[src/rtl/seq_updown_fsm_pkg.sv]
// Shared types, limits and Gray-code helpers for the up/down sequence counter.
// Optional build macro: SEQ_UPDOWN_SATURATE_EN (consumed by seq_step_logic).
package seq_fsm_pkg;

   localparam int MAX_WIDTH     = 16;
   localparam int DEFAULT_WIDTH = 3;

   typedef enum logic {
      ENC_BIN  = 1'b0,
      ENC_GRAY = 1'b1
   } enc_mode_t;

   // Both helpers work on zero-extended MAX_WIDTH values, so any WIDTH up to
   // MAX_WIDTH is handled by extending the argument and truncating the result.
   function automatic logic [MAX_WIDTH-1:0] bin2gray(input logic [MAX_WIDTH-1:0] b);
      return b ^ (b >> 1);
   endfunction

   function automatic logic [MAX_WIDTH-1:0] gray2bin(input logic [MAX_WIDTH-1:0] g);
      logic [MAX_WIDTH-1:0] b;
      b[MAX_WIDTH-1] = g[MAX_WIDTH-1];
      for (int i = MAX_WIDTH-2; i >= 0; i--) begin
         b[i] = b[i+1] ^ g[i];
      end
      return b;
   endfunction

endpackage

[src/rtl/seq_updown_fsm_if.sv]
// Control/status bundle of the up/down sequence counter; the counter is the slave.
// Optional build macro: SEQ_UPDOWN_SATURATE_EN (no effect on this interface).
interface seq_updown_fsm_if
   import seq_fsm_pkg::*;
#(
   parameter int WIDTH = DEFAULT_WIDTH
);

   logic             en;
   logic             down;
   logic             gray_mode;
   logic             load;
   logic [WIDTH-1:0] load_val;
   logic [WIDTH-1:0] code_o;
   logic [WIDTH-1:0] bin_o;
   logic             wrap_o;
   logic             term_o;

   modport master (
      output en, down, gray_mode, load, load_val,
      input  code_o, bin_o, wrap_o, term_o
   );

   modport slave (
      input  en, down, gray_mode, load, load_val,
      output code_o, bin_o, wrap_o, term_o
   );

endinterface

[src/rtl/seq_updown_fsm_step_logic.sv]
// Combinational single-step calculation: next count, wrap event and terminal flag.
// Optional build macro: SEQ_UPDOWN_SATURATE_EN (hold at the limit instead of wrapping).
module seq_step_logic #(
   parameter int WIDTH   = 3,
   parameter int MODULUS = 2**WIDTH
) (
   input  logic [WIDTH-1:0] i_cnt,
   input  logic             i_down,
   output logic [WIDTH-1:0] o_next,
   output logic             o_wrap,
   output logic             o_term
);

   localparam logic [WIDTH-1:0] MAX_CNT = WIDTH'(MODULUS - 1);

   always_comb begin
      // NOTE: every output gets a default first so no path through the block can infer a latch.
      o_next = i_cnt;
      o_wrap = 1'b0;
      o_term = i_down ? (i_cnt == '0) : (i_cnt == MAX_CNT);

      if (o_term) begin
`ifdef SEQ_UPDOWN_SATURATE_EN
         o_next = i_cnt;
`else
         o_next = i_down ? MAX_CNT : '0;
         o_wrap = 1'b1;
`endif
      end else begin
         o_next = i_down ? (i_cnt - WIDTH'(1)) : (i_cnt + WIDTH'(1));
      end
   end

endmodule

[src/rtl/seq_updown_fsm.sv]
// Registered up/down sequence counter with run-time binary/Gray output encoding.
// Optional build macro: SEQ_UPDOWN_SATURATE_EN (saturating limits, see seq_step_logic).
module seq_updown_fsm
   import seq_fsm_pkg::*;
#(
   parameter int WIDTH   = DEFAULT_WIDTH,
   parameter int MODULUS = 2**WIDTH
) (
   input  logic                   clk,
   input  logic                   rst_n,
   seq_updown_fsm_if.slave        bus
);

   localparam logic [WIDTH-1:0] MAX_CNT = WIDTH'(MODULUS - 1);

   logic [WIDTH-1:0] r_cnt;
   logic [WIDTH-1:0] r_code;
   logic             r_wrap;

   enc_mode_t        w_mode;
   logic [WIDTH-1:0] w_load_dec;
   logic [WIDTH-1:0] w_step_cnt;
   logic             w_step_wrap;
   logic             w_step_term;
   logic [WIDTH-1:0] w_cnt_nxt;
   logic             w_wrap_nxt;
   logic [WIDTH-1:0] w_code_nxt;

   seq_step_logic #(
      .WIDTH   (WIDTH),
      .MODULUS (MODULUS)
   ) u_step (
      .i_cnt  (r_cnt),
      .i_down (bus.down),
      .o_next (w_step_cnt),
      .o_wrap (w_step_wrap),
      .o_term (w_step_term)
   );

   always_comb begin
      w_mode     = enc_mode_t'(bus.gray_mode);
      w_load_dec = bus.load_val;
      w_cnt_nxt  = r_cnt;
      w_wrap_nxt = 1'b0;

      if (w_mode == ENC_GRAY) begin
         w_load_dec = WIDTH'(gray2bin(MAX_WIDTH'(bus.load_val)));
      end

      if (bus.load) begin
         w_cnt_nxt = (w_load_dec > MAX_CNT) ? MAX_CNT : w_load_dec;
      end else if (bus.en) begin
         w_cnt_nxt  = w_step_cnt;
         w_wrap_nxt = w_step_wrap;
      end

      // code_o is registered from the next count so it lines up with bin_o.
      w_code_nxt = (w_mode == ENC_GRAY) ? WIDTH'(bin2gray(MAX_WIDTH'(w_cnt_nxt))) : w_cnt_nxt;
   end

   always_ff @(posedge clk) begin
      // NOTE: state registers use non-blocking assignment so all of them update together at the edge.
      if (!rst_n) begin
         r_cnt  <= '0;
         r_code <= '0;
         r_wrap <= 1'b0;
      end else begin
         r_cnt  <= w_cnt_nxt;
         r_code <= w_code_nxt;
         r_wrap <= w_wrap_nxt;
      end
   end

   assign bus.bin_o  = r_cnt;
   assign bus.code_o = r_code;
   assign bus.wrap_o = r_wrap;
   assign bus.term_o = w_step_term;

endmodule

[src/flat_wrapper.sv]
// flat-port wrapper written by rule: the top's interface ports become plain ports
module seq_updown_fsm_flat import seq_fsm_pkg::*;
#(
   parameter int WIDTH   = DEFAULT_WIDTH,
   parameter int MODULUS = 2**WIDTH
)
  (clk, rst_n, bus_en, bus_down, bus_gray_mode, bus_load, bus_load_val, bus_code_o, bus_bin_o, bus_wrap_o, bus_term_o);
  seq_updown_fsm_if #(.WIDTH(WIDTH)) bus_i ();
  input  logic clk;
  input  logic rst_n;
  input wire logic [$bits(bus_i.en)-1:0] bus_en;
  input wire logic [$bits(bus_i.down)-1:0] bus_down;
  input wire logic [$bits(bus_i.gray_mode)-1:0] bus_gray_mode;
  input wire logic [$bits(bus_i.load)-1:0] bus_load;
  input wire logic [$bits(bus_i.load_val)-1:0] bus_load_val;
  output wire logic [$bits(bus_i.code_o)-1:0] bus_code_o;
  output wire logic [$bits(bus_i.bin_o)-1:0] bus_bin_o;
  output wire logic [$bits(bus_i.wrap_o)-1:0] bus_wrap_o;
  output wire logic [$bits(bus_i.term_o)-1:0] bus_term_o;
  assign bus_i.en = bus_en;
  assign bus_i.down = bus_down;
  assign bus_i.gray_mode = bus_gray_mode;
  assign bus_i.load = bus_load;
  assign bus_i.load_val = bus_load_val;
  assign bus_code_o = bus_i.code_o;
  assign bus_bin_o = bus_i.bin_o;
  assign bus_wrap_o = bus_i.wrap_o;
  assign bus_term_o = bus_i.term_o;
  seq_updown_fsm #(.WIDTH(WIDTH), .MODULUS(MODULUS)) u_core (.clk(clk), .rst_n(rst_n), .bus(bus_i));
endmodule
[config.mk]
export PLATFORM = sky130hd
export DESIGN_NAME = seq_updown_fsm_flat
export DESIGN_NICKNAME = d
export VERILOG_FILES = /design/src/rtl/seq_updown_fsm_pkg.sv /design/src/rtl/seq_updown_fsm_if.sv /design/src/rtl/seq_updown_fsm_step_logic.sv /design/src/rtl/seq_updown_fsm.sv /design/src/flat_wrapper.sv
export SDC_FILE = /design/constraint.sdc
export NUM_CORES = 1
export LEC_CHECK = 0
export CAP_MARGIN = 20
export CORE_AREA = 2 2 39 41
export DETAILED_ROUTE_END_ITERATION = 10
export DIE_AREA = 0 0 41 43
export PLACE_DENSITY_LB_ADDON = 0.15
export SLEW_MARGIN = 20
export SYNTH_ARGS = -nofsm -noshare
export SYNTH_HDL_FRONTEND = slang
export SYNTH_HIERARCHICAL = 1
export SYNTH_SLANG_ARGS = --single-unit
[constraint.sdc]
create_clock -name clk -period 4.7 [get_ports clk]
set_clock_uncertainty 0.15 [all_clocks]
set_input_delay 0.94 -clock clk [delete_from_list [all_inputs] [get_ports clk]]
set_output_delay 0.94 -clock clk [all_outputs]
set_load 0.005 [all_outputs]
==> flow_summary.toml, run 1 <==
[route]
routed_wirelength_um = 1120
vias = 466
drt_pass1_iterations = 4
drt_iter0_markers = 14
drt-vias-per-instance = 5.12
route.detailed.wl_per_inst_um = 12.3
drc = 0
route.antenna.remaining_nets = 0

[floorplan]
std_cell_rows = 14
die_height_um = 43
fp.coreArea_um2 = 1380
starting_density_of_the_core = 0.377
io_pins = 17
fp.dieW_um = 41
fp.dieArea_um2 = 1760

[logic_synthesis]
yosys.area_share.xor_xnor = 0.0504
synth.avg_cell_area_um2 = 8.55
post_synth_and_or_nand_nor_area_fraction = 0.278
synth-warning-count = 6
synth.area.mux_share = 0.110
synthesis_stage_register_bit_count = 6
synthesis.instances = 61
dominant_combinational_cell_family_by_area_after_synthesis = "simple AND/OR/NAND/NOR gates"
synth-async-reset-ratio = 0
yosys_most_used_dff = "sky130_fd_sc_hd__dfxtp_1"
synth_adder_area_share = 0.0384
number_of_enable_flip_flop_cells_after_synthesis = 0
mappedNetlistArea_um2 = 522
mappedNetlistNets = 71
synth-compound-area-share = 0.173
synthDistinctLibCells = 32
seq_area_frac_synth = 0.230

[place]
routabilityCongestion = 0.710
dpl.hpwl_um = 812
portBuffers = 16

[sta]
slew_at_the_pin_closest_to_its_max_slew_limit_ps = 341
fmax_mhz = 287
setup_total_negative_slack_ps = 0
slew-limit-headroom = 0.772
endpoints_failing_hold = 0
rsz_0062_raised_after_global_routing = "false"
tightest_hold_margin_ps = 591
finalSetupViolCount = 0
timing_max_transition_violations_final = 0
timing.final.crit_share = 0.741
finalWorstPathRequiredPeriod_ps = 3480

[worst_setup_path]
crit_path_start_kind = "primary input"
cp_max_fanout = 8
critical_path_required_ps = 3610
crit_path_cell_trace = "clkdlybuf4s50_1, nand3b_1, mux2i_1, clkdlybuf4s50_1"
cp-end-kind = "primary output"
critPathArrivalTime_ps = 2390
cpMaxStageDelayCell = "sky130_fd_sc_hd__clkdlybuf4s50_1"
timing_worst_setup_path_type = "primary input to primary output"
worst_path_most_repeated_cell = "sky130_fd_sc_hd__clkdlybuf4s50_1"
critical_path.max_stage_delay_ps = 530

[job]
maxCapViolCount = 0

[power_and_ir_drop]
p_per_area_nw_per_um2 = 262
irDropWorstVdd_mv = 0.178
swShare = 0.302
p_leak_nw = 0.298
power_frac_comb = 0.391
p_seq_frac = 0.341
power.clock.fraction = 0.268
intPower_mw = 0.126
p_switching_mw = 0.0544

[cts]
cts.clk_slew.worst_paths_ps = 50
cts_setup_buffers = 0
tritoncts_clock_tree = "built"
cts.repair.resized = 0
tritoncts_num_sinks = 6
cts_max_level = 1
tritoncts.num_buffers = 3
cts_hold_buffers = 0
clock_path_buffers = 2
cts-root-buf = "sky130_fd_sc_hd__clkbuf_4"
clock_latency_ps = 250

[final_layout]
layout-drive-gt1-share = 0.133
mostFrequentLayoutCell = "sky130_fd_sc_hd__clkdlybuf4s50_1"
final.fill_count = 145
insertedDiodeCount = 0
layout.cells.most_common_list = "sky130_fd_sc_hd__clkdlybuf4s50_1, sky130_fd_sc_hd__inv_1, sky130_fd_sc_hd__dfxtp_1"
design.final.nets = 87
area_growth_pct = 31.9

[hold_path]
class_of_the_tightest_hold_or_removal_check = "flip-flop to flip-flop"

[global_route]
grt_pass1_vias = 401
maximum_number_of_pins_on_one_net_before_global_route_repair = 11
grt_overflow = 0
grt_use_total = 0.150
grt_pass1_wl_um = 1750
antenna_found_initial = 0

[status]
status = "completed"
-- power groups by stage --
stage,registers (mW),clock network (mW),logic [mW]
finish,0.0616,0.0484,0.0705
global route,0.0624,0.0524,0.0779
CTS,0.0618,0.0503,0.0714
detailed placement,0.0628,0,0.0708
global placement,0.0624,0,0.0695
floorplan,0.0616,0,0.0466
-- registers in the layout (all words and copies together), names as in the netlist --
signal,cells
u_core/bus.code_o,2
u_core/bus.wrap_o,1
u_core/bus.bin_o,3
-- cell type report --
cell class / count / area [um^2] / area share
multi-input combinational: 43 / 339 / 0.493
sequential: 6 / 120 / 0.175
tap: 16 / 20.0 / 0.0291
clock buffer: 3 / 22.5 / 0.0327
inverter: 7 / 26.3 / 0.0382
timing repair buffer: 16 / 160 / 0.233
-- per-layer routing --
metal | global-route usage | wire length [um]
met2 | 0.191 | 497
met4 | 0.0400 | 9
met1 | 0.207 | 528
met3 | 0.0942 | 84
met5 | 0 | 0
-- stage by stage --
stage	util	instances	total power [mW]	cell area, um^2	setup WS [ps]
2_1_floorplan	-	61	0.108	522	2020
3_3_place_gp	0.481	88	0.132	666	1240
3_5_place_dp	0.481	88	0.134	666	1210
4_1_cts	0.497	91	0.183	688	1200
5_1_grt	0.497	91	0.193	688	1100
6_report	0.497	91	0.181	688	1220
-- worst max-delay path, delay by kind of cell --
family	cells	cell delay (ps)
simple gates	1	230
mux	1	170
buf+inv	2	1050
-- kinds of logic (layout without fill, tap and decap cells) --
kind of cell | after synthesis | after routing
AND/OR/NAND/NOR | 23 | 23
adder cells (fa/ha/maj) | 1 | 1
XOR/XNOR | 3 | 3
AO/OA/AOI/OAI | 11 | 11
buffers and inverters | 12 | 26
multiplexers | 5 | 5
flip-flops | 6 | 6
-- synth_stat cells (all sizes together), types with 3 or more instances --
master | n | area [um^2]
nand2 | 3 | 11.3
dfxtp | 6 | 120
nand3 | 3 | 15.0
buf | 5 | 36.3
xor2 | 3 | 26.3
nor2 | 3 | 11.3
a21oi | 3 | 15.0
nor2b | 3 | 18.8
mux2 | 3 | 37.5
inv | 7 | 26.3
-- final timing paths --
| kind | start | end | slack (ps) | cells after the start |
|---|---|---|---|---|
| max | bus_down | bus_term_o | 1220 | 4 |
| min | u_core/bus.bin_o[0] | u_core/bus.bin_o[0] | 590 | 4 |
| max reg2reg | u_core/bus.bin_o[0] | u_core/bus.code_o[1] | 2310 | 8 |
| min reg2reg | u_core/bus.bin_o[0] | u_core/bus.bin_o[0] | 590 | 4 |
Power figures use the tool's default switching activity.
==> run 2, diff against run 1 <==
Clock period 4.7 ns to 3.6 ns, I/O delays scaled along.
==> run 2 against run 1 <==
Register-to-register slack lost 1100 ps. Cell area stayed put. Clock power is 29% higher. Total power is 29% higher. Setup slack got worse by 710 ps. Critical path type unchanged. Largest power group unchanged.
==> flow_summary.toml, run 2 (synthesized netlist as in run 1, its figures left out) <==
[status]
status = "completed"

[global_route]
grt_overflow = 0
grt_use_total = 0.135
antenna_found_initial = 0
maximum_number_of_pins_on_one_net_before_global_route_repair = 11
grt_pass1_vias = 378
grt_pass1_wl_um = 1590

[cts]
cts_hold_buffers = 0
cts_setup_buffers = 0
clock_latency_ps = 240
tritoncts_num_sinks = 6
cts.repair.resized = 0
cts_max_level = 1
tritoncts_clock_tree = "built"
cts-root-buf = "sky130_fd_sc_hd__clkbuf_4"
clock_path_buffers = 2
tritoncts.num_buffers = 3
cts.clk_slew.worst_paths_ps = 40

[worst_setup_path]
timing.critical_path.depth = 4
cp_max_fanout = 8
worst_r2r_endpoint = "u_core/bus.code_o[1]"
timing.critical_path.from = "bus_down"
cp-end-kind = "primary output"
critical_path_required_ps = 2730
cp_num_buf_inv = 2
ff2ff_setup_slack_ps = 1250
worst_r2r_src = "u_core/bus.bin_o[1]"
cpMaxStageDelayCell = "sky130_fd_sc_hd__clkdlybuf4s50_1"
crit_path_cell_trace = "clkdlybuf4s50_1, nand3b_1, mux2i_1, clkdlybuf4s50_1"
critical-path-top-delay-family = "buffers and inverters"
worst_path_most_repeated_cell = "sky130_fd_sc_hd__clkdlybuf4s50_1"
critical_path.max_stage_delay_ps = 540
timing_worst_setup_path_type = "primary input to primary output"
crit_path_start_kind = "primary input"
critPathArrivalTime_ps = 2220
rr_worst_depth = 8

[route]
vias = 451
routed_wirelength_um = 992
drt_iter0_markers = 9
drt_pass1_iterations = 4
drc = 0
route.antenna.remaining_nets = 0
route.detailed.wl_per_inst_um = 10.9
drt-vias-per-instance = 4.96

[floorplan]
starting_density_of_the_core = 0.377
io_pins = 17
fp.coreArea_um2 = 1380
fp.dieW_um = 41
die_height_um = 43
fp.dieArea_um2 = 1760
std_cell_rows = 14

[sta]
setup_total_negative_slack_ps = 0
slew-limit-headroom = 0.802
timing_max_transition_violations_final = 0
rsz_0062_raised_after_global_routing = "false"
finalWorstPathRequiredPeriod_ps = 3090
endpoints_failing_hold = 0
timing.final.crit_share = 0.859
tightest_hold_margin_ps = 571
fmax_mhz = 323
finalSetupViolCount = 0
slew_at_the_pin_closest_to_its_max_slew_limit_ps = 296

[hold_path]
hold-path-cell-count = 4
hold-path-endpoint = "u_core/bus.bin_o[0]"
worstHoldStart = "u_core/bus.bin_o[0]"
class_of_the_tightest_hold_or_removal_check = "flip-flop to flip-flop"

[final_layout]
fin_cells = 91
design.final.nets = 87
layout.cells.most_common_list = "sky130_fd_sc_hd__clkdlybuf4s50_1, sky130_fd_sc_hd__inv_1, sky130_fd_sc_hd__dfxtp_1"
layout-drive-gt1-share = 0.133
area_growth_pct = 31.9
insertedDiodeCount = 0
largest_reg_flops = 3
final_design_area_no_fill_um2 = 688
mostFrequentLayoutCell = "sky130_fd_sc_hd__clkdlybuf4s50_1"

[place]
numPlacedInstances = 88
postPlaceCellArea_um2 = 666
portBuffers = 16
routabilityCongestion = 0.727
dpl.hpwl_um = 750

[power_and_ir_drop]
p_seq_frac = 0.342
p_per_area_nw_per_um2 = 340
power_mw = 0.234
p_leak_nw = 0.298
intPower_mw = 0.165
irDropWorstVdd_mv = 0.176
power_frac_comb = 0.392
power.clock.fraction = 0.266
p_switching_mw = 0.0692
swShare = 0.296

[job]
maxCapViolCount = 0
==> run 2: cell counts in the layout (fill, tap and decap cells not counted) <==
Identical to the previous run, type by type.
==> run 2: power groups by stage <==
| stage | logic [mW] | clock network [mW] | registers, mW |
|---|---|---|---|
| after floorplan | 0.0608 | 0 | 0.0804 |
| after global placement | 0.0903 | 0 | 0.0813 |
| after detailed placement | 0.0916 | 0 | 0.0814 |
| after CTS | 0.0920 | 0.0656 | 0.0802 |
| after global routing | 0.101 | 0.0700 | 0.0814 |
| final | 0.0916 | 0.0622 | 0.0800 |
==> run 2: area by class of cell <==
cell class,count,area (um^2)
Tap cell,16,20.0
Multi-Input combinational cell,43,339
Sequential cell,6,120
Fill cell,136,696
Timing Repair Buffer,16,160
Inverter,7,26.3
Clock buffer,3,22.5
==> run 2: worst max-delay path by stage <==
stage	endpoint	slack (ps)
floorplan	u_core/bus.code_o[1]	1140
detailed placement	u_core/bus.code_o[1]	440
finish	bus_term_o	510
global placement	u_core/bus.code_o[1]	480
CTS	bus_term_o	510
global route	bus_term_o	390
==> run 2: per-stage QoR <==
| stage | setup slack (ps) | util |
|---|---|---|
| floorplan | 1140 | - |
| global placement | 483 | 0.481 |
| detailed placement | 442 | 0.481 |
| CTS | 508 | 0.497 |
| global route | 385 | 0.497 |
| finish | 508 | 0.497 |
==> run 2: worst register-to-register path, cell delays in order (launching register included) <==
cell and delay (ps):
sky130_fd_sc_hd__dfxtp_1 450, sky130_fd_sc_hd__inv_1 100, sky130_fd_sc_hd__fa_1 460, sky130_fd_sc_hd__nor3b_1 160, sky130_fd_sc_hd__o21ai_0 160, sky130_fd_sc_hd__o221ai_1 190, sky130_fd_sc_hd__a21bo_1 220, sky130_fd_sc_hd__and3_1 180
sky130_fd_sc_hd__o41ai_2 190
==> run 2: routing by layer <==
| layer | GRT usage | up-vias | share of wire |
|---|---|---|---|
| li1 | - | 239 | - |
| met1 | 0.184 | 198 | 0.49 |
| met2 | 0.172 | 14 | 0.42 |
| met3 | 0.0995 | 0 | 0.089 |
| met4 | 0.0200 | 0 | 0 |
| met5 | 0 | - | 0 |
==> run 3, diff against run 2 <==
Settings changed: CELL_PAD_IN_SITES_DETAIL_PLACEMENT set to 0, CELL_PAD_IN_SITES_GLOBAL_PLACEMENT set to 1, CORE_AREA 2 2 39 41 to unset, CORE_MARGIN set to 2, CORE_UTILIZATION set to 31, DIE_AREA 0 0 41 43 to unset.
==> run 3 against run 2 <==
Core utilization decreased by 5.1 points. Clock power about the same. Sequential power about the same. Via count increased by 2.7%. Register-to-register slack improved by 20 ps. Sequential cell count unchanged. Cell area unchanged. Wire length increased by 5.0%. Sequential share of layout area unchanged. Die area increased by 15%. Largest cell class unchanged.
==> flow_summary.toml, run 3 (synthesized netlist as in run 1, its figures left out) <==
[status]
status = "completed"

[cts]
cts.repair.resized = 0
clock_latency_ps = 240
cts-root-buf = "sky130_fd_sc_hd__clkbuf_4"
tritoncts_clock_tree = "built"
cts_max_level = 1
tritoncts_num_sinks = 6
cts.clk_slew.worst_paths_ps = 40
tritoncts.num_buffers = 3
clock_path_buffers = 2
cts_setup_buffers = 0
cts_hold_buffers = 0

[sta]
finalSetupViolCount = 0
slew_at_the_pin_closest_to_its_max_slew_limit_ps = 324
finalWorstPathRequiredPeriod_ps = 3080
slew-limit-headroom = 0.783
timing_max_transition_violations_final = 0
timing.final.crit_share = 0.854
setup_total_negative_slack_ps = 0
rsz_0062_raised_after_global_routing = "false"
endpoints_failing_hold = 0
fmax_mhz = 325

[power_and_ir_drop]
power_frac_comb = 0.392
swShare = 0.296
p_per_area_nw_per_um2 = 339
power.clock.fraction = 0.265
intPower_mw = 0.164
p_leak_nw = 0.298
p_seq_frac = 0.343
irDropWorstVdd_mv = 0.169
p_switching_mw = 0.0691

[floorplan]
fp.coreArea_um2 = 1540
fp.dieW_um = 45.0
io_pins = 17
starting_density_of_the_core = 0.338
fp.dieArea_um2 = 2030
die_height_um = 45.0
std_cell_rows = 14

[route]
drt_pass1_iterations = 4
routed_wirelength_um = 1040
drt-vias-per-instance = 5.09
route.antenna.remaining_nets = 0
drc = 0
drt_iter0_markers = 6
route.detailed.wl_per_inst_um = 11.5
vias = 463

[global_route]
grt_use_total = 0.113
maximum_number_of_pins_on_one_net_before_global_route_repair = 11
grt_pass1_vias = 391
grt_overflow = 0
antenna_found_initial = 0
grt_pass1_wl_um = 1620

[worst_setup_path]
cp_max_fanout = 8
worst_r2r_src = "u_core/bus.bin_o[0]"
crit_path_start_kind = "primary input"
timing.critical_path.from = "bus_down"
critPathArrivalTime_ps = 2210
cp-end-kind = "primary output"
critical_path_required_ps = 2730
timing_worst_setup_path_type = "primary input to primary output"

[place]
postPlaceCellArea_um2 = 666
routabilityCongestion = 0.741
dpl.hpwl_um = 809
portBuffers = 16

[final_layout]
largest_reg_flops = 3
layout-drive-gt1-share = 0.133
mostFrequentLayoutCell = "sky130_fd_sc_hd__clkdlybuf4s50_1"
final_design_area_no_fill_um2 = 688
layout.cells.most_common_list = "sky130_fd_sc_hd__clkdlybuf4s50_1, sky130_fd_sc_hd__inv_1, sky130_fd_sc_hd__dfxtp_1"
insertedDiodeCount = 0
area_growth_pct = 31.9
design.final.nets = 87

[hold_path]
worstHoldStart = "u_core/bus.bin_o[0]"
class_of_the_tightest_hold_or_removal_check = "flip-flop to flip-flop"

[job]
maxCapViolCount = 0
-- run 3: final cells by class --
class                   count  area [um^2]
repair buffers             16          160
well taps                  16         20.0
clock buffers               3         22.5
fillers                   166          853
multi-input cells          43          339
flip-flops and latches      6          120
inverters                   7         26.3
-- run 3: critical path: stages --
cell	delay, ps
sky130_fd_sc_hd__clkdlybuf4s50_1	530
sky130_fd_sc_hd__nand3b_1	230
sky130_fd_sc_hd__mux2i_1	200
sky130_fd_sc_hd__clkdlybuf4s50_1	530
-- run 3: power groups by stage --
stage	registers (mW)	clock network (mW)	logic, mW
final	0.0800	0.0619	0.0916
after global routing	0.0811	0.0679	0.101
after CTS	0.0803	0.0641	0.0925
after detailed placement	0.0817	0	0.0921
after global placement	0.0815	0	0.0921
after floorplan	0.0804	0	0.0608
-- run 3: final timing paths --
path | endpoint | slack (ps) | cells after the start
worst min-delay path | u_core/bus.bin_o[0] | 580 | 4
worst max-delay path | bus_term_o | 520 | 4
worst min register to register | u_core/bus.bin_o[0] | 580 | 4
worst max register to register | u_core/bus.code_o[1] | 1270 | 8
-- run 3: routing by layer --
layer | global-route usage | up-vias | wire (um)
met4 | 0 | 0 | 0
met5 | 0 | - | 0
li1 | - | 242 | -
met2 | 0.171 | 16 | 455
met1 | 0.145 | 205 | 509
met3 | 0.0720 | 0 | 77
-- run 3: metrics by stage --
step	hold WS (ps)	utilization	total power [mW]	worst slack [ps]	std cells
after CTS	593	0.446	0.237	504	91
after floorplan	510	-	0.141	1140	61
after global placement	580	0.432	0.174	498	88
after detailed placement	580	0.432	0.174	454	88
after global routing	630	0.446	0.250	424	91
final	581	0.446	0.233	524	91
